--- src/rtl/decode_issue.sv ---
// rtl/decode_issue.sv - RV32I ID stage: decode, hazard detect/forward select, ID/EX register.
module decode_issue #(
  parameter int XLEN = 32
) (
  input  logic            clk,
  input  logic            reset,
  input  logic            in_valid,
  output logic            in_ready,
  input  logic [31:0]     instr,
  input  logic            flush,
  output logic [4:0]      rf_rs1_addr,
  output logic [4:0]      rf_rs2_addr,
  input  logic [XLEN-1:0] rf_rs1_data,
  input  logic [XLEN-1:0] rf_rs2_data,
  output logic            out_valid,
  output logic [11:0]     operation,
  output logic [XLEN-1:0] rs1,
  output logic [XLEN-1:0] rs2,
  output logic [XLEN-1:0] imm,
  output logic [1:0]      need_forward,
  output logic [4:0]      rd_addr,
  output logic            reg_write,
  output logic            mem_read,
  output logic            mem_write,
  output logic            branch,
  output logic            illegal
);

  localparam logic [6:0]  OP_R      = 7'b0110011;
  localparam logic [6:0]  OP_I      = 7'b0010011;
  localparam logic [6:0]  OP_LOAD   = 7'b0000011;
  localparam logic [6:0]  OP_STORE  = 7'b0100011;
  localparam logic [6:0]  OP_BRANCH = 7'b1100011;
  localparam logic [11:0] OP_BUBBLE = 12'b000000010011;

  logic [6:0] opc;
  logic [2:0] funct3;
  logic [4:0] rd_f, rs1_f, rs2_f;
  logic       is_r, is_i, is_ld, is_st, is_br, legal, uses_rs2, is_shift;
  logic       prev_live, match1, match2, stall, accept;

  logic            valid_q, valid_d;
  logic [11:0]     op_q, op_d;
  logic [XLEN-1:0] rs1_q, rs1_d, rs2_q, rs2_d, imm_q, imm_d;
  logic [1:0]      nf_q, nf_d;
  logic [4:0]      rd_q, rd_d;
  logic            rw_q, rw_d, mr_q, mr_d, mw_q, mw_d, br_q, br_d, ill_q, ill_d;

  assign opc      = instr[6:0];
  assign funct3   = instr[14:12];
  assign rd_f     = instr[11:7];
  assign rs1_f    = instr[19:15];
  assign rs2_f    = instr[24:20];
  assign is_r     = (opc == OP_R);
  assign is_i     = (opc == OP_I);
  assign is_ld    = (opc == OP_LOAD);
  assign is_st    = (opc == OP_STORE);
  assign is_br    = (opc == OP_BRANCH);
  assign legal    = is_r | is_i | is_ld | is_st | is_br;
  assign uses_rs2 = is_r | is_st | is_br;
  assign is_shift = is_i & ((funct3 == 3'b001) | (funct3 == 3'b101));

  assign rf_rs1_addr = rs1_f;
  assign rf_rs2_addr = rs2_f;

  // Only the slot issued last cycle is checked; older producers are already in the register file.
  assign prev_live = valid_q & rw_q & (rd_q != 5'd0);
  assign match1    = legal & prev_live & (rs1_f == rd_q);
  assign match2    = uses_rs2 & prev_live & (rs2_f == rd_q);
  assign stall     = in_valid & ~flush & ((mr_q & (match1 | match2)) | (is_st & match2));
  assign in_ready  = ~stall;
  assign accept    = in_valid & in_ready & ~flush;

  always_comb begin
    valid_d = 1'b0;
    op_d    = OP_BUBBLE;
    rs1_d   = '0;
    rs2_d   = '0;
    imm_d   = '0;
    nf_d    = 2'b00;
    rd_d    = 5'd0;
    rw_d    = 1'b0;
    mr_d    = 1'b0;
    mw_d    = 1'b0;
    br_d    = 1'b0;
    ill_d   = 1'b0;
    if (accept && !legal) begin
      ill_d = 1'b1;
    end else if (accept) begin
      valid_d = 1'b1;
      op_d    = {2'b00, funct3, opc};
      if (is_r)
        op_d[11] = instr[30];
      if (is_i && funct3 == 3'b101)
        op_d[10] = instr[30];
      rs1_d = rf_rs1_data;
      rs2_d = rf_rs2_data;
      // Shift immediates carry only shamt; instr[30] already travels in operation[10].
      if (is_shift)
        imm_d = {{(XLEN-5){1'b0}}, instr[24:20]};
      else if (is_i || is_ld)
        imm_d = {{(XLEN-12){instr[31]}}, instr[31:20]};
      else if (is_st)
        imm_d = {{(XLEN-12){instr[31]}}, instr[31:25], instr[11:7]};
      else if (is_br)
        imm_d = {{(XLEN-13){instr[31]}}, instr[31], instr[7], instr[30:25], instr[11:8], 1'b0};
      nf_d = {match1, match2 & (is_r | is_br)};
      if (is_r || is_i || is_ld) begin
        rd_d = rd_f;
        rw_d = (rd_f != 5'd0);
      end
      mr_d = is_ld;
      mw_d = is_st;
      br_d = is_br;
    end
  end

  always_ff @(posedge clk or posedge reset) begin
    if (reset) begin
      valid_q <= 1'b0;
      op_q    <= OP_BUBBLE;
      rs1_q   <= '0;
      rs2_q   <= '0;
      imm_q   <= '0;
      nf_q    <= 2'b00;
      rd_q    <= 5'd0;
      rw_q    <= 1'b0;
      mr_q    <= 1'b0;
      mw_q    <= 1'b0;
      br_q    <= 1'b0;
      ill_q   <= 1'b0;
    end else begin
      valid_q <= valid_d;
      op_q    <= op_d;
      rs1_q   <= rs1_d;
      rs2_q   <= rs2_d;
      imm_q   <= imm_d;
      nf_q    <= nf_d;
      rd_q    <= rd_d;
      rw_q    <= rw_d;
      mr_q    <= mr_d;
      mw_q    <= mw_d;
      br_q    <= br_d;
      ill_q   <= ill_d;
    end
  end

  assign out_valid    = valid_q;
  assign operation    = op_q;
  assign rs1          = rs1_q;
  assign rs2          = rs2_q;
  assign imm          = imm_q;
  assign need_forward = nf_q;
  assign rd_addr      = rd_q;
  assign reg_write    = rw_q;
  assign mem_read     = mr_q;
  assign mem_write    = mw_q;
  assign branch       = br_q;
  assign illegal      = ill_q;

endmodule

--- config.mk ---
export PLATFORM = sky130hd
export DESIGN_NAME = decode_issue
export DESIGN_NICKNAME = d
export VERILOG_FILES = /design/src/rtl/decode_issue.sv
export SDC_FILE = /design/constraint.sdc
export NUM_CORES = 1
export LEC_CHECK = 0
export CORE_MARGIN = 5
export CORE_UTILIZATION = 34
export CTS_CLUSTER_DIAMETER = 150
export DETAILED_ROUTE_END_ITERATION = 8
export GPL_TIMING_DRIVEN = 0
export PLACE_DENSITY = 0.82
export RECOVER_POWER = 50
export SYNTH_ARGS = -nofsm -noshare
export SYNTH_HDL_FRONTEND = slang
export SYNTH_SLANG_ARGS = --single-unit
--- constraint.sdc ---
create_clock -name clk -period 3.45 [get_ports clk]
set_clock_uncertainty 0.15 [all_clocks]
set_input_delay 0.69 -clock clk [delete_from_list [all_inputs] [get_ports clk]]
set_output_delay 0.69 -clock clk [all_outputs]
set_load 0.03 [all_outputs]
==> results of run 1 <==
[worst min-delay path: cells and delay by family (launching register included)]
| family | cells | cell delay (ps) |
|---|---|---|
| DFF | 1 | 420 |
| AOI/OAI and AO/OA | 1 | 120 |
| and+or+nand+nor | 1 | 70 |
[sequential cells by signal, indices dropped and copies added (netlist names)]
signal	count
rs1	32
rs2	32
imm	13
operation	12
rd_addr	5
need_forward	2
branch	1
illegal	1
mem_read	1
mem_write	1
out_valid	1
reg_write	1
[stage by stage]
stage	total power [mW]	utilization, %	setup WS, ps	hold WS [ps]	area [sq um]
2_1_floorplan	1.32	-	396	610	3880
3_3_place_gp	1.47	56.3	-716	492	6350
3_5_place_dp	1.48	56.9	-733	496	6410
4_1_cts	2.75	60.5	2.00	511	6820
5_1_grt	2.81	60.2	23.1	532	6780
6_report	2.71	60.2	118	503	6780
[report_power, final]
part	switching, mW	leakage (nW)	internal, mW
clock	0.445	0.185	0.810
combinational	0.105	1.70	0.144
sequential	0.00229	1.41	1.20
total	0.552	3.30	2.16
[layout make-up]
type                            count  area, sq um  share of cell area [%]
Buffer                             40          269                    3.97
Inverter                            9         35.0                   0.517
Clock inverter                      6          140                    2.07
Sequential cell                   102         2560                    37.7
Multi-Input combinational cell    154         1040                    15.3
Clock buffer                       10          239                    3.52
Timing Repair Buffer              233         2320                    34.3
Tap cell                          143          179                    2.64
[placed cells by master (no fill, tap or decap), types with 2 or more instances in the layout]
master,n
a21oi_1,2
a22oi_1,4
and2_1,68
and3_1,10
and4_1,2
buf_2,3
buf_4,30
bufinv_16,4
clkbuf_1,4
clkbuf_16,9
clkbuf_2,7
clkdlybuf4s50_1,164
conb_1,4
dfrtp_1,99
dfstp_2,3
dlygate4sd3_1,64
inv_1,8
nand2_1,2
nand2b_1,3
nand3_1,3
nand4_1,2
nor2_1,11
nor2b_1,2
nor3_1,9
nor4_1,2
nor4b_1,2
or2_2,2
xnor2_1,9
xor2_1,2
[path summary, 6_finish.rpt]
path | from | to | slack (ps) | cells past startpoint
max | instr[1] | in_ready | 120 | 7
max reg2reg | rd_addr[1] | imm[0] | 590 | 7
min reg2reg | out_valid | need_forward[1] | 500 | 2
max in group asynchronous | reset | imm[8] | 580 | 3
min | out_valid | need_forward[1] | 500 | 2
min in group asynchronous | reset | rs2[25] | 780 | 2
[timing repair]
action                     4_1_cts  5_1_grt
buffers inserted                 1        0
resized for setup                6        3
pin swaps                        1        0
setup endpoints to repair        1        1
[per-layer routing]
layer  global-route usage (%)  up-vias  part of all wire (%)
met4                     5.58        0                   1.7
li1                         -     1438                     -
met2                     30.1      134                    52
met5                        0        -                     0
met3                     5.18       15                   9.6
met1                     18.9     1462                    37
[logic make-up after synthesis]
logic type	Yosys count
AO/OA/AOI/OAI	14
XOR/XNOR	11
adder cells (fa/ha/maj)	1
buffers and inverters	49
flip-flops	102
other	2
AND/OR/NAND/NOR	124
==> metrics.md, run 1 <==
| Metric | Value |
|---|---|
| Max H-tree Level | `3` |
| LEAKAGE | `3.30 nW` |
| Largest family of logic cells by synthesized area | `simple AND/OR/NAND/NOR gates` |
| Post-Synth Adder-Cell Area | `0.259%` |
| GRT overflow | `0` |
| Synth Instances | `303` |
| Yosys warns | `0` |
| Placed cells | `680` |
| Fraction of the yosys area taken by sequential cells | `66.1%` |
| Cell with the most instances after synthesis | `dfrtp_1` |
| Final Setup Violations | `0` |
| Max Freq | `300 MHz` |
| Initial Util | `34.3%` |
| Synth cell types | `40` |
| Total Wirelength | `11,500 um` |
| Die Ht | `117 um` |
| Gr usage total | `16.7%` |
| Vias per cell | `4.37` |
| CTS Buffer Depth | `2` |
| Hold WC Path Type | `flip-flop to flip-flop` |
| Drt initial violations | `115` |
| Crit-path slowest cell | `clkdlybuf4s50_1` |
| Post-DP HPWL | `9260 um` |
| Slew Limit Headroom | `0.620%` |
| Required time of the critical path | `2610 ps` |
| Ys flop type | `dfrtp_1` |
| Vias in the first global route | `3,368` |
| CTS sink cnt | `102` |
| PD cells | `400 nW/um^2` |
| Setup_tns | `0 ps` |
| Post-DRT Antenna Nets | `0` |
| Pre-Repair DR Iteration Count | `4` |
| CP Cell Sequence | `clkdlybuf4s50_1 -> nand4bb_4 -> or3_4 -> nor4_4 -> a21oi_1 -> or2_2 -> buf_2` |
| Drc violations | `0` |
| Vias | `3,049` |
| Die Area | `13,600 sq um` |
| CP top delay family | `simple AND/OR/NAND/NOR gates` |
| Measured slew at the worst slew-check pin | `1490 ps` |
| Synth top cells by count | `dfrtp_1 (99), and2_1 (68), buf_4 (29), nor2_1 (11), and3_1 (10)` |
| Maximum VDD drop | `272 uV` |
| CP max stage delay | `510 ps` |
| Mux cell area share after synthesis | `0%` |
| Critical path arrival | `2490 ps` |
| Ranking of synthesized cells by area | `dfrtp_1 (64%), and2_1 (11%), buf_4 (5.6%)` |
| Total of max-cap violations | `0` |
| Synth area leader | `dfrtp_1` |
| Largest net degree at the start of global routing | `38` |
| WS Path Type | `input pin to output port` |
| Startpoint class of the critical path | `input pin` |
| Synth Area per Inst | `12.8 sq um` |
| Layout Cells excl Fill | `697` |
| Worst-path clk slew | `70 ps` |
| Initial antenna violation count | `0` |
| Global-route wire length before repair | `17,300 um` |
| Min Tclk post-route | `3330 ps` |
| Avg WL per Cell | `16.6 um` |
| Fraction of the mapped netlist area in compound gates | `2.94%` |
| # rows | `39` |
| Cts hold-fix bufs | `0` |
| Gpl congestion | `0.805` |
| Post-synth ARST share | `100%` |
| Die X | `117 um` |
| Area share of the largest cell type after synthesis | `64.0%` |
| Status | `finished clean` |
| Mapped Area | `3870 sq um` |
| Area delta synth->final | `75.3%` |
| CP endpoint kind | `output port` |
| Core ar. | `11,300 sq um` |
| Final nets | `649` |
| Synth Area in Simple Gates | `20.2%` |
| RSZ-0062 raised after global routing | `no` |
| Post-synth EDFFs | `0` |
| Post-synthesis xor/xnor area fraction | `2.49%` |
| I/O pin total | `232` |
| Number of synthesized register bits | `102` |
| Clock latency at the later pin of the worst-skew pair | `330 ps` |
| Hold Fails Final Rpt | `0` |
| CTS tree | `yes` |
| CTS buffer count | `9` |
| Antenna cells | `0` |
| Fillers | `917` |
| WP buf/inv | `2` |
| Period utilization | `96.6%` |
| Crit path max fanout | `7` |
| Layout cells sized above 1 | `12.5%` |
| I/O Buffers | `229` |
| Root Buffer | `clkbuf_16` |
| Final Max Slew Viols | `0` |
No activity file was read; power rests on OpenSTA's default activity.
==> inputs of run 2 (changes only) <==
==> constraint.sdc (replaced) <==
create_clock -name clk -period 3.45 [get_ports clk]
set_clock_uncertainty 0.15 [all_clocks]
set_input_delay 0.69 -clock clk [delete_from_list [all_inputs] [get_ports clk]]
set_output_delay 0.69 -clock clk [all_outputs]
set_load 0.02 [all_outputs]
==> run 2 against run 1 <==
Largest power group unchanged. Sequential power about the same. Maximum frequency up 0.62%. Critical endpoint unchanged. Largest cell class unchanged. Cell count grew 0.29%.
==> metrics.md, run 2 (synthesized netlist as in run 1, its figures left out) <==
| Metric | Value |
|---|---|
| Crit path max fanout | `6` |
| Pre-Repair DR Iteration Count | `4` |
| Initial Util | `34.3%` |
| Area delta synth->final | `75.6%` |
| FF+latch area | `2560 sq um` |
| Final core occ | `60.3%` |
| Die Ht | `117 um` |
| Period utilization | `96.0%` |
| Most frequent cells in the layout | `clkdlybuf4s50_1 (164), dfrtp_1 (99), and2_1 (68), dlygate4sd3_1 (64), buf_4 (32)` |
| CP endpoint kind | `output port` |
| CP Cell Sequence | `clkdlybuf4s50_1 -> nand4bb_4 -> or3_4 -> nor4_4 -> a21oi_1 -> or2_2 -> buf_2` |
| Setup_tns | `0 ps` |
| Min Tclk post-route | `3310 ps` |
| PD cells | `397 nW/um^2` |
| Met2 Use GR | `30.1%` |
| Met3 usage | `5.18%` |
| Clock latency at the later pin of the worst-skew pair | `330 ps` |
| Grt peak-use layer | `met2` |
| Commonest non-fill, non-tap cell in the layout | `clkdlybuf4s50_1` |
| Final Setup Violations | `0` |
| Critical path startpoint | `instr[0]` |
| Die Area | `13,600 sq um` |
| Startpoint class of the critical path | `input pin` |
| Slew Limit Headroom | `0.645%` |
| CTS buffer count | `9` |
| WS Path Type | `input pin to output port` |
| Crit-path slowest cell | `clkdlybuf4s50_1` |
| Worst r2r path cells | `7` |
| Final nets | `651` |
| CTS tree | `yes` |
| CTS Buffer Depth | `2` |
| Core ar. | `11,300 sq um` |
| WP buf/inv | `2` |
| Die X | `117 um` |
| Maximum VDD drop | `271 uV` |
| Hold Startpoint | `out_valid` |
| Drt initial violations | `120` |
| Required time of the critical path | `2610 ps` |
| CTS sink cnt | `102` |
| Hold Fails Final Rpt | `0` |
| CP max stage delay | `520 ps` |
| Root Buffer | `clkbuf_16` |
| Total Wirelength | `11,600 um` |
| Drc violations | `0` |
| Vias per cell | `4.38` |
| R2R Setup Slk | `590 ps` |
| Initial antenna violation count | `0` |
| Total of max-cap violations | `0` |
| LEAKAGE | `3.30 nW` |
| Max Freq | `302 MHz` |
| CP top delay family | `simple AND/OR/NAND/NOR gates` |
| I/O Buffers | `229` |
| FF-to-FF Start | `rd_addr[1]` |
| Vias | `3,063` |
| Area of the multi-input gates | `1040 sq um` |
| Worst-path clk slew | `70 ps` |
| Avg WL per Cell | `16.6 um` |
| Hold WC Path Type | `flip-flop to flip-flop` |
| Critical path arrival | `2470 ps` |
| Global-route wire length before repair | `17,300 um` |
| I/O pin total | `232` |
| Gpl congestion | `0.805` |
| Status | `finished clean` |
| Largest net degree at the start of global routing | `38` |
| RSZ-0062 raised after global routing | `no` |
| Worst reg2reg endpoint | `imm[0]` |
| Final Max Slew Viols | `0` |
| Vias in the first global route | `3,368` |
| GRT overflow | `0` |
| Fillers | `916` |
| Post-layout power | `2.70 mW` |
| GR Layer Usage met1 | `18.9%` |
| # rows | `39` |
| Hold Path End | `need_forward[1]` |
| Post-DP HPWL | `9260 um` |
| Cts hold-fix bufs | `0` |
| Gr usage total | `16.7%` |
| Measured slew at the worst slew-check pin | `1490 ps` |
| Cell count of the worst hold path | `2` |
| Post-DRT Antenna Nets | `0` |
| Antenna cells | `0` |
| Max H-tree Level | `3` |
| Layout cells sized above 1 | `12.8%` |
==> run 2: cell count changes in the layout (fill, tap and decap cells not counted) <==
| cell | before | now |
|---|---|---|
| buf_4 | 30 | 32 |
==> run 2: power by group <==
part | internal, mW | switching [mW] | total, mW
sequential | 1.20 | 0.00229 | 1.21
combinational | 0.144 | 0.0945 | 0.239
clock | 0.810 | 0.446 | 1.26
==> run 2: per-stage QoR <==
step	instances	hold WS [ps]	setup slack, ps	cell area, sq um
2_1_floorplan	305	555	424	3880
3_3_place_gp	677	492	-662	6350
3_5_place_dp	680	496	-679	6410
4_1_cts	697	511	29.9	6820
5_1_grt	699	532	62.3	6800
6_report	699	503	138	6800
==> run 2: routing by layer <==
layer	routed length, um	share of wire (%)
met1	4250	37
met2	6030	52
met3	1120	9.6
met4	192	1.7
met5	0	0
==> run 2: worst register-to-register path: stages, from the launching register on <==
cell	delay [ps]
dfrtp_1	440
or4_4	580
o211ai_4	240
nor4_4	80
buf_4	150
nor4b_4	620
clkbuf_2	340
and3_1	190
==> run 2: layout make-up <==
type,count,area share [%]
Buffer,40,3.96
Timing Repair Buffer,235,34.4
Clock buffer,10,3.52
Multi-Input combinational cell,154,15.3
Inverter,9,0.516
Sequential cell,102,37.6
Clock inverter,6,2.06
Tap cell,143,2.63
==> run 2: worst max path at each step <==
stage	end	slack (ps)	cells after the start
6_report	in_ready	140	7
5_1_grt	in_ready	60	7
4_1_cts	in_ready	30	7
3_5_place_dp	in_ready	-680	7
3_3_place_gp	in_ready	-660	7
2_1_floorplan	in_ready	420	5
==> run 2: timing repair <==
| action | CTS | global route |
|---|---|---|
| pin swaps | 1 | 1 |
| gates resized for setup | 6 | 2 |
| hold endpoints to repair | 0 | 0 |
| endpoints found under the setup margin | 1 | 1 |
| buffers inserted | 1 | 2 |
==> inputs of run 3 (changes only) <==
--- a/config.mk
+++ b/config.mk
@@ -8,10 +8,11 @@
 export CORE_MARGIN = 5
 export CORE_UTILIZATION = 34
 export CTS_CLUSTER_DIAMETER = 150
+export CTS_CLUSTER_SIZE = 14
 export DETAILED_ROUTE_END_ITERATION = 8
 export GPL_TIMING_DRIVEN = 0
 export PLACE_DENSITY = 0.82
-export RECOVER_POWER = 50
+export RECOVER_POWER = 25
 export SYNTH_ARGS = -nofsm -noshare
 export SYNTH_HDL_FRONTEND = slang
 export SYNTH_SLANG_ARGS = --single-unit
==> run 3 against run 2 <==
Die area stayed put. Clock power hardly changed. Routed wire length hardly changed. Combinational power is essentially flat. Worst hold slack about the same. Cell count did not move. Total power about the same. Maximum frequency decreased by 0.29%. Cell area about the same. Worst setup slack got worse by 9.6 ps. Clock-buffer cell count unchanged. Via count hardly changed. Largest cell class unchanged.
==> metrics.md, run 3 (synthesized netlist as in run 1, its figures left out) <==
| Metric | Value |
|---|---|
| Die Ht | `117 um` |
| CP endpoint kind | `output port` |
| Combinational power share | `8.9%` |
| Post-route setup slack | `129 ps` |
| Final Setup Violations | `0` |
| Clock latency at the later pin of the worst-skew pair | `330 ps` |
| Min Tclk post-route | `3320 ps` |
| Vias | `3,062` |
| Status | `finished clean` |
| Routed metal-1 wirelength | `4200 um` |
| Most frequent cells in the layout | `clkdlybuf4s50_1 (227), dfrtp_1 (99), and2_1 (68), buf_4 (32), nor2_1 (11)` |
| Pre-Repair DR Iteration Count | `4` |
| Fillers | `916` |
| Area delta synth->final | `75.7%` |
| Hold WC Path Type | `flip-flop to flip-flop` |
| Hold Fails Final Rpt | `0` |
| Hold slack | `504 ps` |
| Final nets | `651` |
| Switch Pwr | `0.540 mW` |
| Top layer in use | `met4` |
| Total of max-cap violations | `0` |
| Largest net degree at the start of global routing | `38` |
| Slew Limit Headroom | `1.57%` |
| GRT overflow | `0` |
| CTS tree | `yes` |
| Period utilization | `96.3%` |
| CTS buffer count | `9` |
| Max H-tree Level | `3` |
| Met3 wire length | `1120 um` |
| Initial Util | `34.3%` |
| Measured slew at the worst slew-check pin | `1480 ps` |
| Gr usage total | `16.7%` |
| # rows | `39` |
| Crit path max fanout | `6` |
| WS Path Type | `input pin to output port` |
| Sequential Power Share | `44.7%` |
| Design area | `6800 sq um` |
| Net Sw Frac | `20.0%` |
| Die X | `117 um` |
| Gpl congestion | `0.805` |
| Layout cells sized above 1 | `12.9%` |
| CTS Buffer Depth | `2` |
| Total Wirelength | `11,600 um` |
| Maximum VDD drop | `272 uV` |
| Initial antenna violation count | `0` |
| Vias in the first global route | `3,368` |
| Drc violations | `0` |
| RSZ-0062 raised after global routing | `no` |
| Final core occ | `60.3%` |
| Post-DP HPWL | `9260 um` |
| Root Buffer | `clkbuf_16` |
| Metal2 WL | `6070 um` |
| LEAKAGE | `3.09 nW` |
| Startpoint class of the critical path | `input pin` |
| Drt initial violations | `129` |
| Max Freq | `301 MHz` |
| Core ar. | `11,300 sq um` |
| CTS sink cnt | `102` |
| I/O Buffers | `229` |
| Global-route wire length before repair | `17,300 um` |
| PD cells | `397 nW/um^2` |
| Clock network power share | `46.4%` |
| I/O pin total | `232` |
| Worst-path clk slew | `70 ps` |
| Place WS | `-679 ps` |
| Die Area | `13,600 sq um` |
| Cell-internal power | `2.16 mW` |
| Post-DRT Antenna Nets | `0` |
| Commonest non-fill, non-tap cell in the layout | `clkdlybuf4s50_1` |
| Critical path arrival | `2480 ps` |
| Avg WL per Cell | `16.6 um` |
| Antenna cells | `0` |
| Required time of the critical path | `2610 ps` |
| Post-Place Cell Area | `6410 sq um` |
| Vias per cell | `4.38` |
| Final Max Slew Viols | `0` |
## run 3: path summary, 6_finish.rpt
path	startpoint	to	slack [ps]	cells past startpoint
worst max-delay path	instr[0]	in_ready	130	7
worst min-delay path	out_valid	need_forward[1]	500	2
worst max register to register	rd_addr[1]	imm[0]	590	7
worst min register to register	out_valid	need_forward[1]	500	2
max in group asynchronous	reset	imm[8]	590	3
min in group asynchronous	reset	rs2[25]	780	2
## run 3: layout make-up
class                           count  area (sq um)  share of cell area (%)
Clock buffer                       10           239                    3.51
Tap cell                          143           179                    2.63
Multi-Input combinational cell    154          1040                    15.3
Clock inverter                      6           140                    2.06
Sequential cell                   102          2560                    37.6
Timing Repair Buffer              235          2340                    34.4
Inverter                            9          35.0                   0.515
Buffer                             40           269                    3.96
## run 3: through the flow
step           cells  total power [mW]  TNS (ps)
6_report         699              2.70         0
5_1_grt          699              2.80         0
4_1_cts          697              2.74         0
3_5_place_dp     680              1.47      -679
3_3_place_gp     677              1.46      -662
2_1_floorplan    305              1.31         0
## run 3: power by group through the flow
| stage | registers, mW | logic, mW | clock network [mW] |
|---|---|---|---|
| floorplan | 1.24 | 0.0686 | 0 |
| global placement | 1.23 | 0.233 | 0 |
| detailed placement | 1.23 | 0.245 | 0 |
| CTS | 1.21 | 0.249 | 1.29 |
| global route | 1.21 | 0.260 | 1.33 |
| finish | 1.21 | 0.241 | 1.25 |
## run 3: repair_timing
action / 4_1_cts / 5_1_grt
hold buffers: 0 / 0
gates resized for setup: 6 / 2
pin swaps: 1 / 1
setup buffers: 1 / 2
endpoints found under the setup margin: 1 / 1
## run 3: critical path: stages
cell             delay [ps]
clkdlybuf4s50_1         520
nand4bb_4               180
or3_4                   440
nor4_4                  160
a21oi_1                  60
or2_2                   270
buf_2                   160
## run 3: per-layer routing
layer,GRT usage [%],up-vias
li1,-,1444
met1,18.9,1464
met2,30.1,140
met3,5.18,14
met4,5.58,0
met5,0,-
